--- src/rtl/ring_rx_deframer.sv ---
// Serial ring receiver: 2-flop synchronizer, start/stop deframer, parity/type check,
// and a hold-until-consumed output register toward the control FSM.
module ring_rx_deframer #(
  parameter int DATA_WIDTH = 8,
  parameter int FRAME_BITS = DATA_WIDTH + 8
) (
  input  logic                  Clk_R,
  input  logic                  Rst_n,
  input  logic                  Rx_In,
  input  logic                  rc_ready,
  output logic                  rx_has_data,
  output logic [2:0]            data_type,
  output logic [3:0]            address,
  output logic [DATA_WIDTH-1:0] payload,
  output logic                  bad_decode,
  output logic                  rx_overrun
);

  localparam int CNT_W = $clog2(FRAME_BITS);
  localparam logic [CNT_W-1:0] LAST_CNT = CNT_W'(FRAME_BITS - 1);

  typedef enum logic [1:0] {
    ST_IDLE  = 2'd0,
    ST_SHIFT = 2'd1,
    ST_STOP  = 2'd2,
    ST_BREAK = 2'd3
  } state_t;

  logic                  rx_meta_q;
  logic                  rxs_q;

  state_t                state_q, state_d;
  logic [CNT_W-1:0]      cnt_q, cnt_d;
  logic [FRAME_BITS-1:0] shift_q, shift_d;

  logic                  has_q, has_d;
  logic [2:0]            type_q, type_d;
  logic [3:0]            addr_q, addr_d;
  logic [DATA_WIDTH-1:0] pay_q, pay_d;
  logic                  bad_q, bad_d;
  logic                  ovr_q, ovr_d;

  logic                  frame_done;
  logic [2:0]            rx_type;
  logic [3:0]            rx_addr;
  logic [DATA_WIDTH-1:0] rx_pay;
  logic                  parity_err;
  logic                  type_err;
  logic                  frame_bad;

  // Line is idle-high, so the synchronizer resets to 1 to avoid a false start bit.
  always_ff @(posedge Clk_R or negedge Rst_n) begin
    if (!Rst_n) begin
      rx_meta_q <= 1'b1;
      rxs_q     <= 1'b1;
    end else begin
      rx_meta_q <= Rx_In;
      rxs_q     <= rx_meta_q;
    end
  end

  // Shift register is filled LSB-in, so the first received bit ends up at the top.
  assign rx_type    = shift_q[FRAME_BITS-1 -: 3];
  assign rx_addr    = shift_q[FRAME_BITS-4 -: 4];
  assign rx_pay     = shift_q[DATA_WIDTH:1];
  assign parity_err = ^shift_q;
  assign type_err   = (rx_type == 3'b100) || (rx_type == 3'b101) || (rx_type == 3'b110);
  assign frame_bad  = parity_err || type_err || !rxs_q;

  always_comb begin
    state_d    = state_q;
    cnt_d      = cnt_q;
    shift_d    = shift_q;
    frame_done = 1'b0;
    case (state_q)
      ST_IDLE: begin
        if (!rxs_q) begin
          state_d = ST_SHIFT;
          cnt_d   = '0;
        end
      end
      ST_SHIFT: begin
        shift_d = {shift_q[FRAME_BITS-2:0], rxs_q};
        cnt_d   = cnt_q + CNT_W'(1);
        if (cnt_q == LAST_CNT) begin
          state_d = ST_STOP;
        end
      end
      ST_STOP: begin
        frame_done = 1'b1;
        state_d    = rxs_q ? ST_IDLE : ST_BREAK;
      end
      ST_BREAK: begin
        // A held-low line after a framing error must not look like a start bit.
        if (rxs_q) begin
          state_d = ST_IDLE;
        end
      end
      default: begin
        state_d = ST_IDLE;
      end
    endcase
  end

  always_comb begin
    has_d  = has_q;
    type_d = type_q;
    addr_d = addr_q;
    pay_d  = pay_q;
    bad_d  = bad_q;
    ovr_d  = 1'b0;
    if (frame_done) begin
      if (!has_q || rc_ready) begin
        has_d  = 1'b1;
        type_d = rx_type;
        addr_d = rx_addr;
        pay_d  = rx_pay;
        bad_d  = frame_bad;
      end else begin
        ovr_d = 1'b1;
      end
    end else if (has_q && rc_ready) begin
      has_d = 1'b0;
    end
  end

  always_ff @(posedge Clk_R or negedge Rst_n) begin
    if (!Rst_n) begin
      state_q <= ST_IDLE;
      cnt_q   <= '0;
      shift_q <= '0;
      has_q   <= 1'b0;
      type_q  <= '0;
      addr_q  <= '0;
      pay_q   <= '0;
      bad_q   <= 1'b0;
      ovr_q   <= 1'b0;
    end else begin
      state_q <= state_d;
      cnt_q   <= cnt_d;
      shift_q <= shift_d;
      has_q   <= has_d;
      type_q  <= type_d;
      addr_q  <= addr_d;
      pay_q   <= pay_d;
      bad_q   <= bad_d;
      ovr_q   <= ovr_d;
    end
  end

  assign rx_has_data = has_q;
  assign data_type   = type_q;
  assign address     = addr_q;
  assign payload     = pay_q;
  assign bad_decode  = bad_q;
  assign rx_overrun  = ovr_q;

endmodule

--- config.mk ---
export PLATFORM = sky130hd
export DESIGN_NAME = ring_rx_deframer
export DESIGN_NICKNAME = d
export VERILOG_FILES = /design/src/rtl/ring_rx_deframer.sv
export SDC_FILE = /design/constraint.sdc
export NUM_CORES = 1
export LEC_CHECK = 0
export CORE_ASPECT_RATIO = 1.2
export CORE_MARGIN = 2
export CORE_UTILIZATION = 39
export DETAILED_ROUTE_END_ITERATION = 8
export GPL_TIMING_DRIVEN = 0
export PLACE_DENSITY = 0.65
export SYNTH_ARGS = -nofsm -noshare
export SYNTH_HDL_FRONTEND = slang
export SYNTH_SLANG_ARGS = --single-unit
--- constraint.sdc ---
create_clock -name Clk_R -period 1.5 [get_ports Clk_R]
set_input_delay 0.3 -clock Clk_R [delete_from_list [all_inputs] [get_ports Clk_R]]
set_output_delay 0.3 -clock Clk_R [all_outputs]
set_load 0.005 [all_outputs]
==> run metrics, run 1 <==
initial antenna violation count 0; placed cell count between 150 and 200; status finished, final reports clean; post-synthesis register bit count 42; CTS tree built; antenna diode count 0; leading area contributor after synthesis dfrtp_1; r2r startpoint state_q[1]; Reg clk slew, reported paths approximately 0.080 ns; drt pass-1 iters 4; Port Buf Inserts 21; nets about 160; total CTS buffers 5; routability cong. between 0.6 and 0.7; Hold Path Class in -> async; crit-path leading delay family buffers and inverters; ys async rst share 100%; clock sinks 42; Crit path required time 1.20 ns; Setup crit start kind register; Die Area a little under 5000 µm²; cell area after synthesis between 1500 and 2000 µm²; crit-path max FO 2; Worst-Skew Late Latency ~0.29 ns; syn avg cell area 14.3 µm²; total global-route track usage between 10% and 20%; largest net degree at the start of global routing between 40 and 50; Post-CTS Hold Fix Bufs 0; Via Count roughly 1000; post-route ant nets 0; Distinct cells, synth 22; clock buffer depth 2; global-route wire length before repair between 4000 and 5000 µm; Root Driver clkbuf_8; vias in the first global route between 1000 and 1500; Worst-Margin Slew about 0.89 ns; R2R setup slack 0.11 ns; Area Overhead vs Synth 22.8%; chip height approximately 77 µm; Reg2Reg Depth 4; chip width between 60 and 70 µm; number of synthesized flops with an enable pin 0; Filler cells 399; total gr overflow 0; Worst Skew ~0.0036 ns; Leakage Power 0.890 nW; initial core utilization 40.5%; routed wire length 2850 µm; layout cells sized above 1 between 30% and 40%; sequential area share after synthesis slightly above 60%; H-tree depth 2; fmax between 0.6 and 0.7 GHz; Syn Nets around 130; Slew headroom roughly two fifths; # DRC 0; Std-Cell Core Area around 4200 µm²; crit path DAT between 1 and 1.5 ns; Routed WL per cell 13.8 µm; Final Util between 40% and 50%; Crit. End Element output port; I/O Pins 22; Mapped Cells 120; CP max stage delay ~0.5 ns; cell area power density about 2500 nW/µm²; post-synth top area share around three fifths; RSZ-0062 raised after global routing no; Setup violations, final 0; DR vias/cell slightly below 5; most used flip-flop cell after synthesis dfrtp_1; max-cap violations 0; Worst VDD drop 0.995 mV; DP HPWL approximately 1900 µm; slowest CP cell clkdlybuf4s50_1; min cycle time layout 1.45 ns; Final Hold Violating Endpoints 0; row count 26; Layout Cells excl Fill ~210; Max Slew Vio Count 0; top post-synthesis cells by area dfrtp_1, mux2_2, xnor2_1, dfstp_2, nand2_1; Setup CP Type reg -> out; Buf/Inv on CP 1; final worst-path cycle share between 90% and 100%; critical-path cell list clkdlybuf4s50_1; Synth Warn # 0; reg2reg end shift_q[14]; DRT iter0 DRCs 33
==> logic make-up (layout without fill, tap and decap cells) <==
kind of cell | Yosys count | count (layout) | synth area share [%]
AND/OR/NAND/NOR | 14 | 14 | 3.80
AO/OA/AOI/OAI | 10 | 10 | 3.87
XOR/XNOR | 15 | 15 | 7.66
multiplexers | 32 | 32 | 20.9
buffers and inverters | 6 | 37 | 1.53
adder cells (fa/ha/maj) | 1 | 1 | 0.730
flip-flops | 42 | 42 | 61.5
==> worst max path at each step <==
stage          startpoint           end  cells after the start
5_1_grt        address[0]    address[0]                      1
4_1_cts          rc_ready    payload[7]                      5
3_5_place_dp     rc_ready    payload[7]                      5
2_1_floorplan    rc_ready    address[0]                      4
6_report       payload[7]    payload[7]                      1
3_3_place_gp        Rst_n  data_type[0]                      1
==> metrics by stage <==
| step | TNS [ns] | hold WS, ns | total power (W) | instance area, µm² | setup slack (ns) |
|---|---|---|---|---|---|
| floorplan | 0 | 0.00441 | 0.00385 | 1710 | 0.198 |
| CTS | 0 | 0.166 | 0.00542 | 2090 | 0.00926 |
| detailed placement | -4.52 | 0.347 | 0.00464 | 1990 | -0.407 |
| global placement | -38.90 | 0.347 | 0.00456 | 1990 | -0.850 |
| finish | 0 | 0.129 | 0.00533 | 2110 | 0.0496 |
| global route | 0 | 0.219 | 0.00573 | 2110 | 0.000106 |
==> worst register-to-register path, delay by kind of cell, from the launching register on <==
family | cells | cell delay (ns)
simple gates | 1 | 0.10
flops | 1 | 0.44
buf+inv | 2 | 0.37
mux | 1 | 0.37
==> layout make-up <==
cell class / count / area (µm²) / share of cell area (%)
flip-flops and latches: 42 / 1050 / 50.0
multi-input cells: 72 / 642 / 30.5
repair buffers: 23 / 220 / 10.5
clock buffers: 7 / 86.3 / 4.10
well taps: 56 / 70.1 / 3.33
plain buffers: 3 / 17.5 / 0.832
inverters: 3 / 11.3 / 0.535
clock inverters: 1 / 5.00 / 0.238
==> Yosys cell counts, drive strengths merged, types with 2 or more instances <==
library cell   n
a21oi          3
buf            3
dfrtp         40
dfstp          2
inv            3
mux2          31
nand2          7
nand3          3
nor2           2
o21ai          2
xnor2         13
xor2           2
==> registers in the layout (all words and copies together), names as in the netlist <==
| signal | flops |
|---|---|
| address | 4 |
| payload | 8 |
| rx_has_data | 1 |
| state_q | 2 |
| rx_meta_q | 1 |
| rxs_q | 1 |
| shift_q | 16 |
| data_type | 3 |
| cnt_q | 4 |
| rx_overrun | 1 |
| bad_decode | 1 |
==> placed cells by master, fill, tap and decap left out <==
| cell type | instances |
|---|---|
| inv_1 | 3 |
| dfstp_2 | 2 |
| mux2i_1 | 1 |
| xnor2_1 | 13 |
| nand2_1 | 7 |
| a32o_1 | 1 |
| a22o_1 | 1 |
| xor2_1 | 2 |
| buf_2 | 3 |
| a21o_1 | 1 |
| nand3_4 | 1 |
| a32oi_1 | 1 |
| ha_1 | 1 |
| mux2_2 | 31 |
| nand3_1 | 2 |
| nor2_1 | 2 |
| dfrtp_1 | 40 |
| a21oi_1 | 3 |
| o21ai_0 | 2 |
| buf_4 | 3 |
| clkdlybuf4s50_1 | 20 |
| nand2b_1 | 1 |
| clkbuf_8 | 6 |
| o22ai_1 | 1 |
| clkbuf_1 | 1 |
| nor3_1 | 1 |
| clkinv_2 | 1 |
==> power breakdown <==
part / total, W / switching, W / internal (W)
clock: 0.000737 / 0.000366 / 0.000371
sequential: 0.00213 / 0.000451 / 0.00168
combinational: 0.00247 / 0.000892 / 0.00158
==> per-layer routing <==
layer	part of all wire [%]	global-route usage (%)	vias up
met4	1.7	6.38	0
met3	3.7	4.14	5
met1	44	15.2	510
met5	0	0	-
li1	-	-	476
met2	51	21.4	19
==> repair_timing <==
action / CTS / global route
setup endpoints to repair: 9 / 9
resized for setup: 2 / 0
pin swaps: 0 / 1
buffers inserted: 0 / 2
(Power assumes the default switching activity.)
==> run 2, diff against run 1 <==
- PLACE_DENSITY: 0.65 -> 0.58
==> run 2 against run 1 <==
  * Clock power shrank 0.9%
  * Critical path type unchanged
  * Combinational power shrank 2%
  * Cell count shrank 0.48%
  * Critical path depth is the same
  * Worst hold slack gained 0.23 ns
  * Die area is the same
  * Routed wire length shrank 6.4%
==> run metrics, run 2 (synthesis gave the netlist of run 1 again) <==
status finished, final reports clean (unchanged); Reg with most FFs shift_q (unchanged); global-route wire length before repair 4860 µm (was 4890 µm); routability cong. 0.721 (was 0.688); chip width 64.5 µm (unchanged); DRT iter0 DRCs 28 (was 33); Max Slew Vio Count 0 (unchanged); DR vias/cell 4.75 (was 4.88); # DRC 0 (unchanged); CTS tree built (unchanged); antenna diode count 0 (unchanged); min cycle time layout 1.44 ns (was 1.45 ns); max reg flops 16 (unchanged); Crit path required time 1.20 ns (about the same); Via Count 979 (was 1010); nets 154 (was 155); final worst-path cycle share 95.7% (was 96.7%); max-cap violations 0 (unchanged); placed cell count 198 (was 197); Die Area 4940 µm² (unchanged); Slew headroom 67.6% (was 40.5%); Reg clk slew, reported paths 0.07 ns (was 0.08 ns); post-route ant nets 0 (unchanged); clock buffer depth 2 (unchanged); Root Driver clkbuf_8 (unchanged); Setup CP Type reg -> out (unchanged); most frequent cells in the layout dfrtp_1, mux2_2, clkdlybuf4s50_1 (unchanged); I/O Pins 22 (unchanged); Worst-Margin Slew 0.486 ns (was 0.892 ns); critical-path cell list clkdlybuf4s50_1 (unchanged); Setup WS pre-CTS -0.395 ns (was -0.407 ns); post-route cell area 2130 µm² (was 2110 µm²); commonest non-fill, non-tap cell in the layout dfrtp_1 (unchanged); chip height 76.6 µm (unchanged); Routed WL per cell 12.9 µm (was 13.8 µm); Port Buf Inserts 21 (unchanged); Worst Skew 0.0106 ns (was 0.00364 ns); drt pass-1 iters 3 (was 4); H-tree depth 2 (unchanged); row count 26 (unchanged); Worst-Skew Late Latency 0.29 ns (about the same); Layout Cells excl Fill 206 (was 207); Std-Cell Core Area 4230 µm² (unchanged); crit path DAT 1.14 ns (was 1.15 ns); initial core utilization 40.5% (unchanged); final worst slack 0.0648 ns (was 0.0496 ns); Buf/Inv on CP 1 (unchanged); fmax 0.697 GHz (was 0.689 GHz); post-route total power 0.00528 W (was 0.00533 W); total gr overflow 0 (unchanged); vias in the first global route 1024 (was 1061); total CTS buffers 5 (unchanged); Worst VDD drop 0.944 mV (was 0.995 mV); initial antenna violation count 0 (unchanged); crit-path leading delay family buffers and inverters (unchanged); largest net degree at the start of global routing 24 (was 43); Leakage Power 0.931 nW (was 0.890 nW); Setup crit start kind register (unchanged); dpl cell area 2020 µm² (was 1990 µm²); total global-route track usage 13.0% (about the same); CP max stage delay 0.51 ns (was 0.50 ns); RSZ-0062 raised after global routing no (unchanged); Setup violations, final 0 (unchanged); slowest CP cell clkdlybuf4s50_1 (unchanged); Area Overhead vs Synth 24.2% (was 22.8%); cell area power density 2480 nW/µm² (was 2530 nW/µm²); Hold Path Class reg -> reg (was in -> async); Crit. End Element output port (unchanged); clock sinks 42 (unchanged); crit-path max FO 2 (unchanged); Final Hold Violating Endpoints 0 (unchanged); layout cells sized above 1 29.3% (was 31.1%); routed wire length 2670 µm (was 2850 µm)
[run 2: cell type report]
type,count,area [µm²]
Timing Repair Buffer,23,253
Fill cell,382,2100
Multi-Input combinational cell,72,642
Inverter,3,11.3
Clock buffer,8,90.1
Tap cell,56,70.1
Sequential cell,42,1050
Buffer,2,10.0
[run 2: path summary, 6_finish.rpt]
check / from / end / slack [ns] / cells after the start
max in group asynchronous: Rst_n / rxs_q / 0.44 / 3
min reg2reg: rx_meta_q / rxs_q / 0.36 / 0
min: rx_meta_q / rxs_q / 0.36 / 0
max reg2reg: state_q[1] / shift_q[14] / 0.10 / 4
min in group asynchronous: Rst_n / address[2] / 0.50 / 2
max: payload[4] / payload[4] / 0.06 / 1
[run 2: per-stage QoR]
step | hold slack [ns] | TNS, ns | utilization [%]
3_3_place_gp | 0.347 | -41.20 | 47.2
5_1_grt | 0.370 | 0 | 50.4
2_1_floorplan | 0.00441 | 0 | -
4_1_cts | 0.360 | 0 | 50.3
3_5_place_dp | 0.293 | -4.25 | 47.7
6_report | 0.358 | 0 | 50.4
[run 2: routing by layer]
| metal | up-vias | GRT usage [%] | wire [µm] |
|---|---|---|---|
| met5 | - | 0 | 0 |
| met4 | 0 | 5.74 | 54 |
| met1 | 481 | 15.7 | 1190 |
| li1 | 472 | - | - |
| met2 | 20 | 20.6 | 1280 |
| met3 | 6 | 4.58 | 140 |
[run 2: repair_timing]
action | CTS | global route
hold endpoints to repair | 19 | 0
buffers inserted | 0 | 0
resized for setup | 2 | 4
setup endpoints to repair | 8 | 11
hold buffers | 1 | 0
pin swaps | 0 | 0
cloned | 0 | 0
[run 2: power by group]
group | switching [W] | total [W] | internal, W
clock | 0.000355 | 0.000730 | 0.000375
combinational | 0.000865 | 0.00243 | 0.00157
sequential | 0.000437 | 0.00211 | 0.00168
total | 0.00166 | 0.00528 | 0.00362
==> run 3, diff against run 2 <==
--- a/constraint.sdc
+++ b/constraint.sdc
@@ -3,2 +3,2 @@
 set_output_delay 0.3 -clock Clk_R [all_outputs]
-set_load 0.005 [all_outputs]
+set_load 0.02 [all_outputs]
==> run 3 against run 2 <==
  * Core utilization down 0.77 points
  * Register-to-register slack about the same
  * Sequential power hardly changed
  * Clock skew barely moved
  * Sequential cell count stayed put
  * Sequential share of layout area grew 0.77 points
  * Largest power group unchanged
==> run metrics, run 3 (synthesis gave the netlist of run 1 again) <==
Std-Cell Core Area 4230 µm² (unchanged); Setup WS pre-CTS -0.395 ns (unchanged); chip width 64.5 µm (unchanged); Routed WL per cell 12.9 µm (about the same); post-route ant nets 0 (unchanged); Reg with most FFs shift_q (unchanged); vias in the first global route 1030 (was 1024); drt pass-1 iters 3 (unchanged); routability cong. 0.721 (unchanged); Layout Cells excl Fill 206 (unchanged); Setup CP Type reg -> reg (was reg -> out); crit path DAT 1.57 ns (was 1.14 ns); final worst slack 0.0965 ns (was 0.0648 ns); met2 Use GR 20.7% (was 20.6%); Final Util 49.6% (was 50.4%); Worst VDD drop 0.947 mV (was 0.944 mV); Reg clk slew, reported paths 0.07 ns (about the same); Final Hold Violating Endpoints 0 (unchanged); global route hottest layer met2 (unchanged); status finished, final reports clean (unchanged); Leakage Power 0.920 nW (was 0.931 nW); global-route wire length before repair 4890 µm (was 4860 µm); Crit path required time 1.67 ns (was 1.20 ns); Worst-Skew Late Latency 0.29 ns (about the same); Root Driver clkbuf_8 (unchanged); met3 Track Usage GR 4.58% (unchanged); total CTS buffers 5 (unchanged); Crit. End Element register (was output port); clock sinks 42 (unchanged); routed wire length 2660 µm (was 2670 µm); commonest non-fill, non-tap cell in the layout dfrtp_1 (unchanged); max reg flops 16 (unchanged); nets 154 (unchanged); H-tree depth 2 (unchanged); fmax 0.712 GHz (was 0.697 GHz); Area Overhead vs Synth 22.3% (was 24.2%); # DRC 0 (unchanged); Hold Path Class reg -> reg (unchanged); min cycle time layout 1.40 ns (was 1.44 ns); crit-path max FO 10 (was 2); R2R setup slack 0.1 ns (was 0.10 ns); most frequent cells in the layout dfrtp_1, mux2_2, dlygate4sd2_1 (was dfrtp_1, mux2_2, clkdlybuf4s50_1); row count 26 (unchanged); Port Buf Inserts 21 (unchanged); CTS tree built (unchanged); RSZ-0062 raised after global routing no (unchanged); max-cap violations 0 (unchanged); post-route total power 0.00538 W (was 0.00528 W); layout cells sized above 1 29.3% (unchanged); Worst Skew 0.0106 ns (about the same); total gr overflow 0 (unchanged); cell area power density 2570 nW/µm² (was 2480 nW/µm²); final worst-path cycle share 93.6% (was 95.7%); Die Area 4940 µm² (unchanged); Setup crit start kind register (unchanged); Worst-Margin Slew 0.485 ns (was 0.486 ns); DR vias/cell 4.75 (about the same); Via Count 978 (was 979); Slew headroom 67.6% (about the same); Setup violations, final 0 (unchanged); largest net degree at the start of global routing 24 (unchanged); placed cell count 198 (unchanged); initial core utilization 40.5% (unchanged); DRT iter0 DRCs 28 (unchanged); Max Slew Vio Count 0 (unchanged); clock buffer depth 2 (unchanged); antenna diode count 0 (unchanged); total global-route track usage 13.0% (about the same); grt met1 use 15.8% (was 15.7%); initial antenna violation count 0 (unchanged); chip height 76.6 µm (unchanged); I/O Pins 22 (unchanged)
## run 3: cell types whose count changed in the layout (fill, tap and decap cells not counted), sizes merged
cell,before,now
dlygate4sd2,0,18
clkdlybuf4s50,16,2
dlymetal6s2s,4,0
## run 3: worst max-delay path: stages, from the launching register on
cell	delay [ns]
dfrtp_1	0.45
inv_1	0.12
nand2_1	0.09
buf_2	0.26
mux2_2	0.37
## run 3: path summary, 6_finish.rpt
| check | from | to | depth (start not counted) |
|---|---|---|---|
| min in group asynchronous | Rst_n | address[2] | 2 |
| setup reg to reg | state_q[1] | shift_q[14] | 4 |
| hold reg to reg | rx_meta_q | rxs_q | 0 |
| max in group asynchronous | Rst_n | rxs_q | 3 |
| hold / removal | rx_meta_q | rxs_q | 0 |
| setup / recovery | state_q[1] | shift_q[14] | 4 |
## run 3: final cells by class
type                            count  area (µm²)
Sequential cell                    42        1050
Buffer                              2        10.0
Timing Repair Buffer               23         220
Tap cell                           56        70.1
Fill cell                         400        2130
Multi-Input combinational cell     72         642
Clock buffer                        8        90.1
Inverter                            3        11.3
## run 3: where the power goes
group | internal [W] | switching (W) | total (W)
clock network | 0.000375 | 0.000355 | 0.000730
registers | 0.00168 | 0.000428 | 0.00210
logic | 0.00143 | 0.00112 | 0.00255
total | 0.00348 | 0.00190 | 0.00538
## run 3: what timing repair did
action,4_1_cts,5_1_grt
resized for setup,20,0
gates cloned,0,0
setup buffers,0,0
hold buffers,1,0
endpoints found under the setup margin,26,7
hold endpoints to repair,19,0
## run 3: metal layers
layer  vias to the layer above  wire [µm]
met5                         -          0
met4                         0         54
met3                         6        130
met2                        20       1280
met1                       480       1190
li1                        472          -
## run 3: stage by stage
step	setup TNS (ns)	area [µm²]	hold slack, ns
floorplan	0	1710	0.00441
global placement	-41.20	1990	0.347
detailed placement	-4.25	2020	0.293
CTS	0	2100	0.360
global route	0	2100	0.370
finish	0	2100	0.358
